==> config.mk <==
export PLATFORM = sky130hd
export DESIGN_NAME = stack_ctrl_flat
export DESIGN_NICKNAME = d
export VERILOG_FILES = /design/src/rtl/stack_if.sv /design/src/rtl/stack_ctrl.sv /design/src/flat_wrapper.sv
export SDC_FILE = /design/constraint.sdc
export NUM_CORES = 1
export LEC_CHECK = 0
export BUFFER_PORTS_ARGS = -buffer_cell sky130_fd_sc_hd__buf_2
export CORE_MARGIN = 5
export CORE_UTILIZATION = 49
export DETAILED_ROUTE_END_ITERATION = 8
export MAX_ROUTING_LAYER = met4
export PLACE_DENSITY = 0.86
export SLEW_MARGIN = 20
export SYNTH_ARGS = -nofsm -noshare
export SYNTH_HDL_FRONTEND = slang
export SYNTH_SLANG_ARGS = --single-unit
==> constraint.sdc <==
create_clock -name clk -period 4.8 [get_ports clk]
set_input_delay 0.72 -clock clk [delete_from_list [all_inputs] [get_ports clk]]
set_output_delay 0.72 -clock clk [all_outputs]
set_load 0.02 [all_outputs]
==> src/rtl/stack_if.sv <==
// Command/response handshake between a stack client and stack_ctrl.
// The master issues push/pop and consumes popped words; the slave is the stack engine.
interface stack_if #(
  parameter int WIDTH = 16
);
  logic             push;
  logic             pop;
  logic [WIDTH-1:0] d_push;
  logic             cmd_ready;
  logic [WIDTH-1:0] d_pop;
  logic             pop_valid;
  logic             pop_ready;

  modport master (
    output push, pop, d_push, pop_ready,
    input  cmd_ready, d_pop, pop_valid
  );

  modport slave (
    input  push, pop, d_push, pop_ready,
    output cmd_ready, d_pop, pop_valid
  );
endinterface

==> src/rtl/stack_ctrl.sv <==
// LIFO stack engine driving an external register file. It owns the stack
// pointer, full/empty tracking and error detection; storage lives in the register file.
//
//  state | meaning
//  IDLE  | cmd_ready=1, sample push/pop
//  WRITE | one-cycle register-file write at address count, then count+1
//  READ  | register-file read at address count-1, capture word, count-1
//  RESP  | pop_valid=1, hold d_pop until pop_ready
module stack_ctrl #(
  parameter int WIDTH = 16,
  parameter int DEPTH = 8,
  parameter int AW    = 3
) (
  input  logic             clk,
  input  logic             reset,
  stack_if.slave           bus,
  output logic             full,
  output logic             empty,
  output logic [AW:0]      count,
  output logic             err,
  output logic             rf_wr,
  output logic [AW-1:0]    rf_wr_addr,
  output logic [WIDTH-1:0] rf_d_in,
  output logic [AW-1:0]    rf_rd_addr,
  input  logic [WIDTH-1:0] rf_d_out
);

  localparam logic [1:0] IDLE  = 2'd0;
  localparam logic [1:0] WRITE = 2'd1;
  localparam logic [1:0] READ  = 2'd2;
  localparam logic [1:0] RESP  = 2'd3;

  localparam logic [AW:0]   CNT_ONE  = {{AW{1'b0}}, 1'b1};
  localparam logic [AW-1:0] ADDR_ONE = {{(AW-1){1'b0}}, 1'b1};
  localparam logic [AW:0]   CNT_FULL = (AW+1)'(DEPTH);

  logic [1:0]       state;
  logic [AW:0]      count_q;
  logic [WIDTH-1:0] d_pop_q;
  logic [WIDTH-1:0] data_q;
  logic             err_q;

  // Status and register-file port decoded from registered state.
  // The read address is top-of-stack (count-1 mod DEPTH); it only matters in READ.
  always_comb begin
    full          = (count_q == CNT_FULL);
    empty         = (count_q == '0);
    count         = count_q;
    err           = err_q;
    bus.cmd_ready = (state == IDLE);
    bus.pop_valid = (state == RESP);
    bus.d_pop     = d_pop_q;
    rf_wr         = (state == WRITE);
    rf_wr_addr    = count_q[AW-1:0];
    rf_d_in       = data_q;
    rf_rd_addr    = count_q[AW-1:0] - ADDR_ONE;
  end

  // Command FSM, stack pointer, popped-word register and error pulse.
  always_ff @(posedge clk) begin
    if (!reset) begin
      state   <= IDLE;
      count_q <= '0;
      d_pop_q <= '0;
      data_q  <= '0;
      err_q   <= 1'b0;
    end else begin
      err_q <= 1'b0;
      case (state)
        IDLE: begin
          if (bus.push && bus.pop) begin
            err_q <= 1'b1;
          end else if (bus.push) begin
            if (full) begin
              err_q <= 1'b1;
            end else begin
              data_q <= bus.d_push;
              state  <= WRITE;
            end
          end else if (bus.pop) begin
            if (empty) err_q <= 1'b1;
            else       state <= READ;
          end
        end
        WRITE: begin
          count_q <= count_q + CNT_ONE;
          state   <= IDLE;
        end
        READ: begin
          d_pop_q <= rf_d_out;
          count_q <= count_q - CNT_ONE;
          state   <= RESP;
        end
        RESP: begin
          if (bus.pop_ready) state <= IDLE;
        end
        default: state <= IDLE;
      endcase
    end
  end

endmodule

==> src/flat_wrapper.sv <==
// flat-port wrapper written by rule: the top's interface ports become plain ports
module stack_ctrl_flat 
#(
  parameter int WIDTH = 16,
  parameter int DEPTH = 8,
  parameter int AW    = 3
)
  (clk, reset, full, empty, count, err, rf_wr, rf_wr_addr, rf_d_in, rf_rd_addr, rf_d_out, bus_push, bus_pop, bus_d_push, bus_pop_ready, bus_cmd_ready, bus_d_pop, bus_pop_valid);
  stack_if #(.WIDTH(WIDTH)) bus_i ();
  input  logic clk;
  input  logic reset;
  output logic full;
  output logic empty;
  output logic [AW:0] count;
  output logic err;
  output logic rf_wr;
  output logic [AW-1:0] rf_wr_addr;
  output logic [WIDTH-1:0] rf_d_in;
  output logic [AW-1:0] rf_rd_addr;
  input  logic [WIDTH-1:0] rf_d_out;
  input wire logic [$bits(bus_i.push)-1:0] bus_push;
  input wire logic [$bits(bus_i.pop)-1:0] bus_pop;
  input wire logic [$bits(bus_i.d_push)-1:0] bus_d_push;
  input wire logic [$bits(bus_i.pop_ready)-1:0] bus_pop_ready;
  output wire logic [$bits(bus_i.cmd_ready)-1:0] bus_cmd_ready;
  output wire logic [$bits(bus_i.d_pop)-1:0] bus_d_pop;
  output wire logic [$bits(bus_i.pop_valid)-1:0] bus_pop_valid;
  assign bus_i.push = bus_push;
  assign bus_i.pop = bus_pop;
  assign bus_i.d_push = bus_d_push;
  assign bus_i.pop_ready = bus_pop_ready;
  assign bus_cmd_ready = bus_i.cmd_ready;
  assign bus_d_pop = bus_i.d_pop;
  assign bus_pop_valid = bus_i.pop_valid;
  stack_ctrl #(.WIDTH(WIDTH), .DEPTH(DEPTH), .AW(AW)) u_core (.clk(clk), .reset(reset), .bus(bus_i), .full(full), .empty(empty), .count(count), .err(err), .rf_wr(rf_wr), .rf_wr_addr(rf_wr_addr), .rf_d_in(rf_d_in), .rf_rd_addr(rf_rd_addr), .rf_d_out(rf_d_out));
endmodule
==> metrics.md, run 1 <==
| Metric | Value |
|---|---|
| EDFF count, synth | `0` |
| Vias | `1,395` |
| Share of total power in the clock network | `17.5%` |
| CP Capture Type | `output pin` |
| Total CTS buffers | `5` |
| Drt pass-1 iters | `4` |
| Final setup vio count | `0` |
| Boundary pin count | `85` |
| Main flop type after synthesis | `dfxtp_1` |
| Seq pwr share | `33.0%` |
| Yosys reg bits | `39` |
| Synth area leader | `dfxtp_1` |
| PortBufs | `84` |
| Synth top cells by count | `dfxtp_1 (39), nor2b_1 (38), mux2i_1 (36)` |
| Layout fillers | `285` |
| Die Ht | `70.0 um` |
| TNS Setup | `0 ns` |
| Logic pwr share | `49.5%` |
| CTS tree | `built` |
| Pre-CTS WS | `2.56 ns` |
| Tot GR Track Use | `15.2%` |
| Std cell rows | `21` |
| Unique masters post-synth | `28` |
| Outcome | `completed` |
| Vias per cell | `around 4.7` |
| Share of layout cells above drive strength 1 | `38.2%` |
| Async S/R FF share, synth | `0%` |
| Inserted Diodes | `0` |
| Routed length per instance | `roughly 12 um` |
| Dpl hpwl | `2750 um` |
| Total Wirelength | `3610 um` |
| CORE AREA | `3420 um2` |
| CP required | `4.08 ns` |
| DR iter-0 viols | `108` |
| Flop-to-flop setup slack | `2.59 ns` |
| Post-synth top area share | `between 40 and 50%` |
| Hold_buf cts | `0` |
| Switching Share | `40.7%` |
| Crit path max-delay cell type | `dfxtp_1` |
| Crit-path cells | `inv_1 > ha_1 > nor3b_1 > buf_2` |
| Initial Utilization | `51.7%` |
| Max Fclk | `0.431 GHz` |
| Max Slew Vio Count | `0` |
| Final worst path period need | `around 2.3 ns` |
| FF/Latch Area | `781 um2` |
| CP Max Fanout | `7` |
| Syn nets | `212` |
| Fin. Hold Viols | `0` |
| Overall die width | `70.0 um` |
| Hold Crit Start | `u_core.bus.d_pop[12]` |
| Unrepaired setup endpoints after global routing | `no` |
| Die ar. | `4910 um2` |
| Vias in the first global route | `~1,300` |
| Int Pwr | `799 uW` |
| Met3 wire len | `slightly above 300 um` |
| Worst-path clk slew | `0.12 ns` |
| Slew @ Worst Pin | `1.02 ns` |
| GR Overflow Total | `0` |
| CTS H-Tree Depth | `2` |
| WL met2 | `1760 um` |
| Post-CTS setup buffers | `0` |
| Register area share after synthesis | `44.2%` |
| Final WS setup | `roughly 2.5 ns` |
| Multi-input logic area | `890 um2` |
| Leakage | `approximately 0.0011 uW` |
| Met1 wire length | `1500 um` |
| Layout net count | `292` |
| Worst hold path type | `reg -> reg` |
| Type of origin of the critical path | `register` |
| Max VDD drop | `0.000297 V` |
| Layout overhead on the synthesized area | `28.2%` |
| GP Congestion | `0.798` |
| Max-slew headroom | `between 30% and 40%` |
| Top sig layer | `met4` |
| Antenna-violating nets left | `0` |
| First-pass GRT wire length | `slightly above 6000 um` |
| Crit. Startpoint | `u_core.count[0]` |
| Root Buffer | `clkbuf_4` |
| P per Cell Area | `roughly 600 nW/um2` |
| Final Skew | `0.00999 ns` |
| Final Util | `66.3%` |
| Largest net degree at the start of global routing | `between 40 and 50` |
| R2R Path Start | `u_core.count[0]` |
| Tcrit/Tclk final | `48.3%` |
| Arr. time, crit path | `1.60 ns` |
| NetSw | `548 uW` |
| MaxCap Viol Count | `0` |
| DRC | `0` |
| Clock sinks | `39` |
| Post-Syn Area | `~1800 um2` |
| Count leader, synth | `dfxtp_1` |
| Critical path's largest stage delay | `0.39 ns` |
| Crit Path Class | `reg -> out` |
| Initial antenna violation count | `0` |
| Synthesized area per cell | `10.5 um2` |
| CTS Buffer Depth | `2` |
| Clock Latency Late Sink | `about 0.34 ns` |
| Synthesized instance count | `168` |
| Yosys warning total | `0` |
| Synth area leaders | `dfxtp_1 (44%), mux2i_1 (20%), nor2b_1 (13%)` |
| # resized after CTS | `0` |
[logic make-up after synthesis]
family,share of synthesized area (%)
muxes,20.4
and+or+nand+nor,19.0
xor gates and xnor gates,1.98
buffers and inverters,5.45
DFF,44.2
adders and majority gates,4.96
AOI/OAI and AO/OA,4.04
[placed cells by master, fill, tap and decap left out, types with 3 or more instances in the layout]
master,count
dfxtp_1,39
clkbuf_4,5
xor2_1,3
buf_2,84
mux2i_1,36
inv_1,7
ha_1,7
nor2b_1,38
nand2_1,5
[cell type report]
cell class	count	area share (%)
Timing Repair Buffer	84	18.6
Sequential cell	39	34.5
Tap cell	46	2.54
Clock inverter	2	1.71
Clock buffer	6	2.27
Multi-Input combinational cell	111	39.3
Inverter	7	1.16
[critical path: cells and delay by family, from the launching register on]
family,cells,cell delay [ns]
buf+inv,2,0.33
fa+ha+maj,1,0.19
simple gates,1,0.36
flops,1,0.39
[power by group through the flow]
stage | sequential [uW] | clock, uW | combinational [uW]
after floorplan | 512 | 0 | 455
after global placement | 449 | 0 | 667
after detailed placement | 453 | 0 | 672
after CTS | 446 | 241 | 673
after global routing | 456 | 255 | 734
final | 445 | 235 | 667
[layer usage]
metal | vias up | global-route usage [%]
met4 | 0 | 3.83
li1 | 716 | -
met2 | 50 | 24.8
met5 | - | -
met3 | 5 | 5.31
met1 | 624 | 17.9
[sequential cells by signal, summed over array words and instances (netlist names)]
signal	flops
u_core.count	4
u_core.err	1
u_core.rf_d_in	16
u_core.bus.d_pop	16
u_core.state	2
[final timing paths]
check | end | cells after the start
worst max-delay path | empty | 4
worst max register to register | u_core.rf_d_in[15] | 6
worst min register to register | u_core.bus.d_pop[12] | 2
worst min-delay path | u_core.bus.d_pop[12] | 2
[metrics by stage]
stage	cells	area (um2)	hold slack, ns	total power, uW
floorplan	168	1770	0.483	968
global placement	287	2170	0.489	1120
detailed placement	287	2170	0.499	1130
CTS	295	2260	0.531	1360
global route	295	2260	0.548	1450
finish	295	2260	0.527	1350
No activity file was read; power rests on OpenSTA's default activity.
==> inputs of run 2 (changes only) <==
--- a/config.mk
+++ b/config.mk
@@ -7,10 +7,10 @@
 export LEC_CHECK = 0
 export BUFFER_PORTS_ARGS = -buffer_cell sky130_fd_sc_hd__buf_2
 export CORE_MARGIN = 5
-export CORE_UTILIZATION = 49
+export CORE_UTILIZATION = 46
 export DETAILED_ROUTE_END_ITERATION = 8
 export MAX_ROUTING_LAYER = met4
-export PLACE_DENSITY = 0.86
+export PLACE_DENSITY = 0.82
 export SLEW_MARGIN = 20
 export SYNTH_ARGS = -nofsm -noshare
 export SYNTH_HDL_FRONTEND = slang
==> constraint.sdc (replaced) <==
create_clock -name clk -period 2.35 [get_ports clk]
set_input_delay 0.3525 -clock clk [delete_from_list [all_inputs] [get_ports clk]]
set_output_delay 0.3525 -clock clk [all_outputs]
set_load 0.02 [all_outputs]
==> metrics.md, run 2 (same netlist as run 1, synthesis figures left out) <==
| Metric | Value |
|---|---|
| Outcome | `completed` |
| Root Buffer | `clkbuf_8` |
| CP required | `2.00 ns (-2.08 ns)` |
| TNS Setup | `0 ns (unchanged)` |
| Commonest non-fill, non-tap cell in the layout | `buf_2` |
| MaxCap Viol Count | `0 (unchanged)` |
| First-pass GRT wire length | `5730 um (-5.5%)` |
| Share of layout cells above drive strength 1 | `38.6% (+0.49 points)` |
| Fin. Hold Viols | `0 (unchanged)` |
| Tot GR Track Use | `14.5% (-0.68 points)` |
| Overall die width | `72.0 um (+2.7%)` |
| Worst-path clk slew | `0.08 ns (-0.04 ns)` |
| Initial antenna violation count | `0 (unchanged)` |
| Crit Path Class | `reg -> out` |
| Most frequent cells in the layout | `buf_2 (84), dfxtp_1 (39), nor2b_1 (38)` |
| Total power | `2930 uW (+120%)` |
| Clock Latency Late Sink | `0.29 ns (-0.05 ns)` |
| DR iter-0 viols | `47 (-56%)` |
| CTS H-Tree Depth | `2 (unchanged)` |
| Max VDD drop | `0.000531 V (+79%)` |
| Dpl hpwl | `2780 um (+0.98%)` |
| Total CTS buffers | `5 (unchanged)` |
| GR Overflow Total | `0 (unchanged)` |
| Final worst path period need | `1.90 ns` |
| Die Ht | `72.0 um (+2.7%)` |
| P per Cell Area | `1260 nW/um2 (+110%)` |
| DRC | `0 (unchanged)` |
| PortBufs | `84 (unchanged)` |
| Worst hold path type | `in -> reg` |
| Post-CTS setup buffers | `0 (unchanged)` |
| Total Wirelength | `3620 um (+0.42%)` |
| R2R Path Start | `u_core.count[0]` |
| Hold Crit Start | `rf_d_out[0]` |
| Slew @ Worst Pin | `0.570 ns (-0.447 ns)` |
| # resized after CTS | `0 (unchanged)` |
| Layout net count | `294 (+0.68%)` |
| CORE AREA | `3690 um2 (+8.0%)` |
| Max-slew headroom | `62.0% (+30 points)` |
| Die ar. | `5180 um2 (+5.6%)` |
| Inserted Diodes | `0 (unchanged)` |
| Max Slew Vio Count | `0 (unchanged)` |
| CP Capture Type | `output pin` |
| Initial Utilization | `47.9% (-3.8 points)` |
| Antenna-violating nets left | `0 (unchanged)` |
| Clock sinks | `39 (unchanged)` |
| Vias in the first global route | `1,327 (-0.45%)` |
| CTS tree | `built` |
| Vias per cell | `4.63 (-2.1%)` |
| Vias | `1,384 (-0.79%)` |
| CP Max Fanout | `7 (unchanged)` |
| Boundary pin count | `85 (unchanged)` |
| Final setup vio count | `0 (unchanged)` |
| Largest net degree at the start of global routing | `43 (unchanged)` |
| Max Fclk | `approximately 0.53 GHz` |
| Drt pass-1 iters | `4 (unchanged)` |
| Tcrit/Tclk final | `80.8%` |
| Unrepaired setup endpoints after global routing | `no` |
| Routed length per instance | `12.1 um (-0.93%)` |
| Hold_buf cts | `0 (unchanged)` |
| GP Congestion | `0.828 (+3.7%)` |
| CTS Buffer Depth | `2 (unchanged)` |
| Std cell rows | `22 (+4.8%)` |
| Crit. Startpoint | `u_core.count[0]` |
| Arr. time, crit path | `1.55 ns (-0.05 ns)` |
| Final Skew | `0.00742 ns (-0.00257 ns)` |
| Type of origin of the critical path | `register` |
| Layout overhead on the synthesized area | `31.8%` |
| Leakage | `0.00109 uW (+2.5%)` |
==> run 2: cell count changes in the layout (fill, tap and decap cells not counted), sizes merged <==
cell,delta
clkinvlp,+1
inv,-1
clkbuf,-1
bufinv,+1
buf,+2
==> run 2: routing by layer <==
layer / part of all wire (%) / vias up / track usage (%) / wire length (um)
met2: 44 / 56 / 20.2 / 1580
met4: 1.4 / 0 / 7.10 / 51
met3: 10 / 5 / 5.68 / 379
met5: 0 / - / - / 0
met1: 45 / 606 / 18.2 / 1610
li1: - / 717 / - / -
==> run 2: final cells by class <==
cell class              instances  area (um2)
flip-flops and latches         39         781
multi-input cells             111         890
fillers                       343        1360
repair buffers                 86         435
clock buffers                   5        68.8
well taps                      48        60.1
clock inverters                 3        67.6
inverters                       7        26.3
==> run 2: per-stage QoR <==
| stage | hold WS [ns] | cell area, um2 | util, % | worst slack, ns | std cells |
|---|---|---|---|---|---|
| final | 0.320 | 2330 | 63.1 | 0.452 | 299 |
| after global routing | 0.321 | 2330 | 63.1 | 0.260 | 299 |
| after CTS | 0.312 | 2330 | 63.1 | 0.453 | 299 |
| after detailed placement | 0.497 | 2190 | 59.4 | 0.470 | 291 |
| after global placement | 0.490 | 2190 | 59.4 | 0.546 | 291 |
| after floorplan | 0.483 | 1770 | - | 0.161 | 168 |
==> run 2: path summary, 6_finish.rpt <==
path / end / cells past startpoint / slack, ns
worst min register to register: u_core.rf_d_in[2] / 2 / 0.51
worst max register to register: u_core.rf_d_in[12] / 7 / 0.50
worst min-delay path: u_core.bus.d_pop[0] / 3 / 0.32
worst max-delay path: empty / 4 / 0.45
==> run 2: power breakdown <==
part / internal, uW / switching (uW)
logic: 580 / 789
registers: 799 / 109
clock network: 423 / 233
==> run 2: critical path, cell delays in order, from the launching register on <==
cell and delay (ns):
dfxtp_1 0.38, inv_1 0.10, ha_1 0.19, nor3b_1 0.35, buf_2 0.24
==> inputs of run 3 (changes only) <==
==> constraint.sdc (replaced) <==
create_clock -name clk -period 1.8 [get_ports clk]
set_input_delay 0.27 -clock clk [delete_from_list [all_inputs] [get_ports clk]]
set_output_delay 0.27 -clock clk [all_outputs]
set_load 0.02 [all_outputs]
==> metrics.md, run 3 (same netlist as run 1, synthesis figures left out) <==
| Metric | Value |
|---|---|
| Layout overhead on the synthesized area | `34.5%` |
| CP Max Fanout | `4 (-3)` |
| Total CTS buffers | `5 (unchanged)` |
| Outcome | `completed` |
| Boundary pin count | `85 (unchanged)` |
| Total power | `3820 uW (+30%)` |
| Crit path max-delay cell type | `dfxtp_2` |
| Antenna-violating nets left | `0 (unchanged)` |
| Root Buffer | `clkbuf_8` |
| Tcrit/Tclk final | `93.3%` |
| Initial antenna violation count | `0 (unchanged)` |
| Crit Path Class | `reg -> reg` |
| Final worst path period need | `1.68 ns` |
| PortBufs | `84 (unchanged)` |
| DR iter-0 viols | `66 (+40%)` |
| Initial Utilization | `47.9% (unchanged)` |
| CP Capture Type | `register` |
| DRC | `0 (unchanged)` |
| Vias in the first global route | `1,517 (+14%)` |
| MaxCap Viol Count | `0 (unchanged)` |
| Final setup vio count | `0 (unchanged)` |
| Crit-path cells | `inv_1 > ha_1 > inv_1 > or3_1 > o32ai_1 > mux2i_1` |
| Worst Reg2Reg Path Length in Cells | `6 (-1)` |
| Die Ht | `72.0 um (unchanged)` |
| Clock sinks | `39 (unchanged)` |
| Tot GR Track Use | `16.1% (+1.6 points)` |
| Worst-path clk slew | `0.07 ns (about the same)` |
| CP required | `2.02 ns (+0.02 ns)` |
| Std cell rows | `22 (unchanged)` |
| Max Fclk | `approximately 0.60 GHz` |
| CTS H-Tree Depth | `2 (unchanged)` |
| First-pass GRT wire length | `6500 um (+13%)` |
| Die ar. | `5180 um2 (unchanged)` |
| Worst hold path type | `in -> reg` |
| Vias | `1,455 (+5.1%)` |
| Fin. Hold Viols | `0 (unchanged)` |
| Max Slew Vio Count | `0 (unchanged)` |
| Critical path's largest stage delay | `0.37 ns (about the same)` |
| Routed length per instance | `13.0 um (+7.3%)` |
| Inserted Diodes | `0 (unchanged)` |
| Leakage | `0.00111 uW (+2.1%)` |
| Clock Latency Late Sink | `0.28 ns (about the same)` |
| Arr. time, crit path | `1.90 ns (+0.35 ns)` |
| Hold Path Depth | `3 (unchanged)` |
| Final Skew | `0.00417 ns (-0.00325 ns)` |
| Hold_buf cts | `0 (unchanged)` |
| Most used cell, CP | `inv_1` |
| Share of layout cells above drive strength 1 | `43.9% (+5.3 points)` |
| Most frequent cells in the layout | `buf_2 (84), nor2b_1 (38), mux2i_1 (36)` |
| TNS Setup | `0 ns (unchanged)` |
| CTS Buffer Depth | `2 (unchanged)` |
| P per Cell Area | `1610 nW/um2 (+28%)` |
| Largest net degree at the start of global routing | `36 (-16%)` |
| CTS tree | `built` |
| Dpl hpwl | `3070 um (+11%)` |
| Layout net count | `298 (+1.4%)` |
| Commonest non-fill, non-tap cell in the layout | `buf_2` |
| CORE AREA | `3690 um2 (unchanged)` |
| Drt pass-1 iters | `4 (unchanged)` |
| Total Wirelength | `3940 um (+8.7%)` |
| Vias per cell | `4.80 (+3.7%)` |
| GR Overflow Total | `0 (unchanged)` |
| Overall die width | `72.0 um (unchanged)` |
| Type of origin of the critical path | `register` |
| Unrepaired setup endpoints after global routing | `no` |
| Max-slew headroom | `67.5% (+5.5 points)` |
| GP Congestion | `0.741 (-11%)` |
| Slew @ Worst Pin | `0.487 ns (-0.0825 ns)` |
| Max VDD drop | `0.000689 V (+30%)` |
## run 3: report_power, final
part / switching, uW / total, uW / internal (uW)
Sequential: 160 / 1220 / 1060
Clock: 291 / 684 / 392
Combinational: 1080 / 1920 / 835
## run 3: per-stage QoR
stage / std cells / setup WS, ns / hold slack (ns) / util [%] / cell area [um2]
floorplan: 168 / -0.0268 / 0.417 / - / 1800
global placement: 295 / 0.152 / 0.490 / 61.1 / 2250
detailed placement: 295 / 0.0845 / 0.500 / 61.1 / 2250
CTS: 303 / 0.0668 / 0.232 / 64.2 / 2370
global route: 303 / 0.0178 / 0.244 / 64.4 / 2380
finish: 303 / 0.120 / 0.241 / 64.4 / 2380
## run 3: final timing paths
check	start	slack [ns]	to
max	u_core.state[0]	0.12	u_core.count[3]
min	rf_d_out[6]	0.24	u_core.bus.d_pop[6]
max reg2reg	u_core.state[0]	0.12	u_core.count[3]
min reg2reg	u_core.state[1]	0.50	u_core.state[1]
## run 3: area by class of cell
| type | instances | area, um2 |
|---|---|---|
| fill | 315 | 1310 |
| clock buffer | 7 | 108 |
| multi-input combinational | 111 | 915 |
| sequential | 39 | 792 |
| clock inverter | 1 | 5.00 |
| timing repair buffer | 90 | 465 |
| inverter | 7 | 31.3 |
| tap | 48 | 60.1 |
## run 3: what timing repair did
action | 4_1_cts | 5_1_grt
hold endpoints to repair | 0 | 0
setup endpoints to repair | 0 | 4
gates resized for setup | 0 | 3
buffers inserted | 0 | 0
## run 3: critical path, delay by kind of cell, from the launching register on
family / cells / cell delay [ns]
AOI/OAI and AO/OA: 1 / 0.17
muxes: 1 / 0.22
buffers and inverters: 2 / 0.16
DFF: 1 / 0.37
adders and majority gates: 1 / 0.34
and+or+nand+nor: 1 / 0.37
## run 3: routing by layer
layer,wire (um),GRT usage (%)
met2,1930,25.6
met4,85,7.52
met3,268,4.43
met5,0,-
met1,1650,19.0
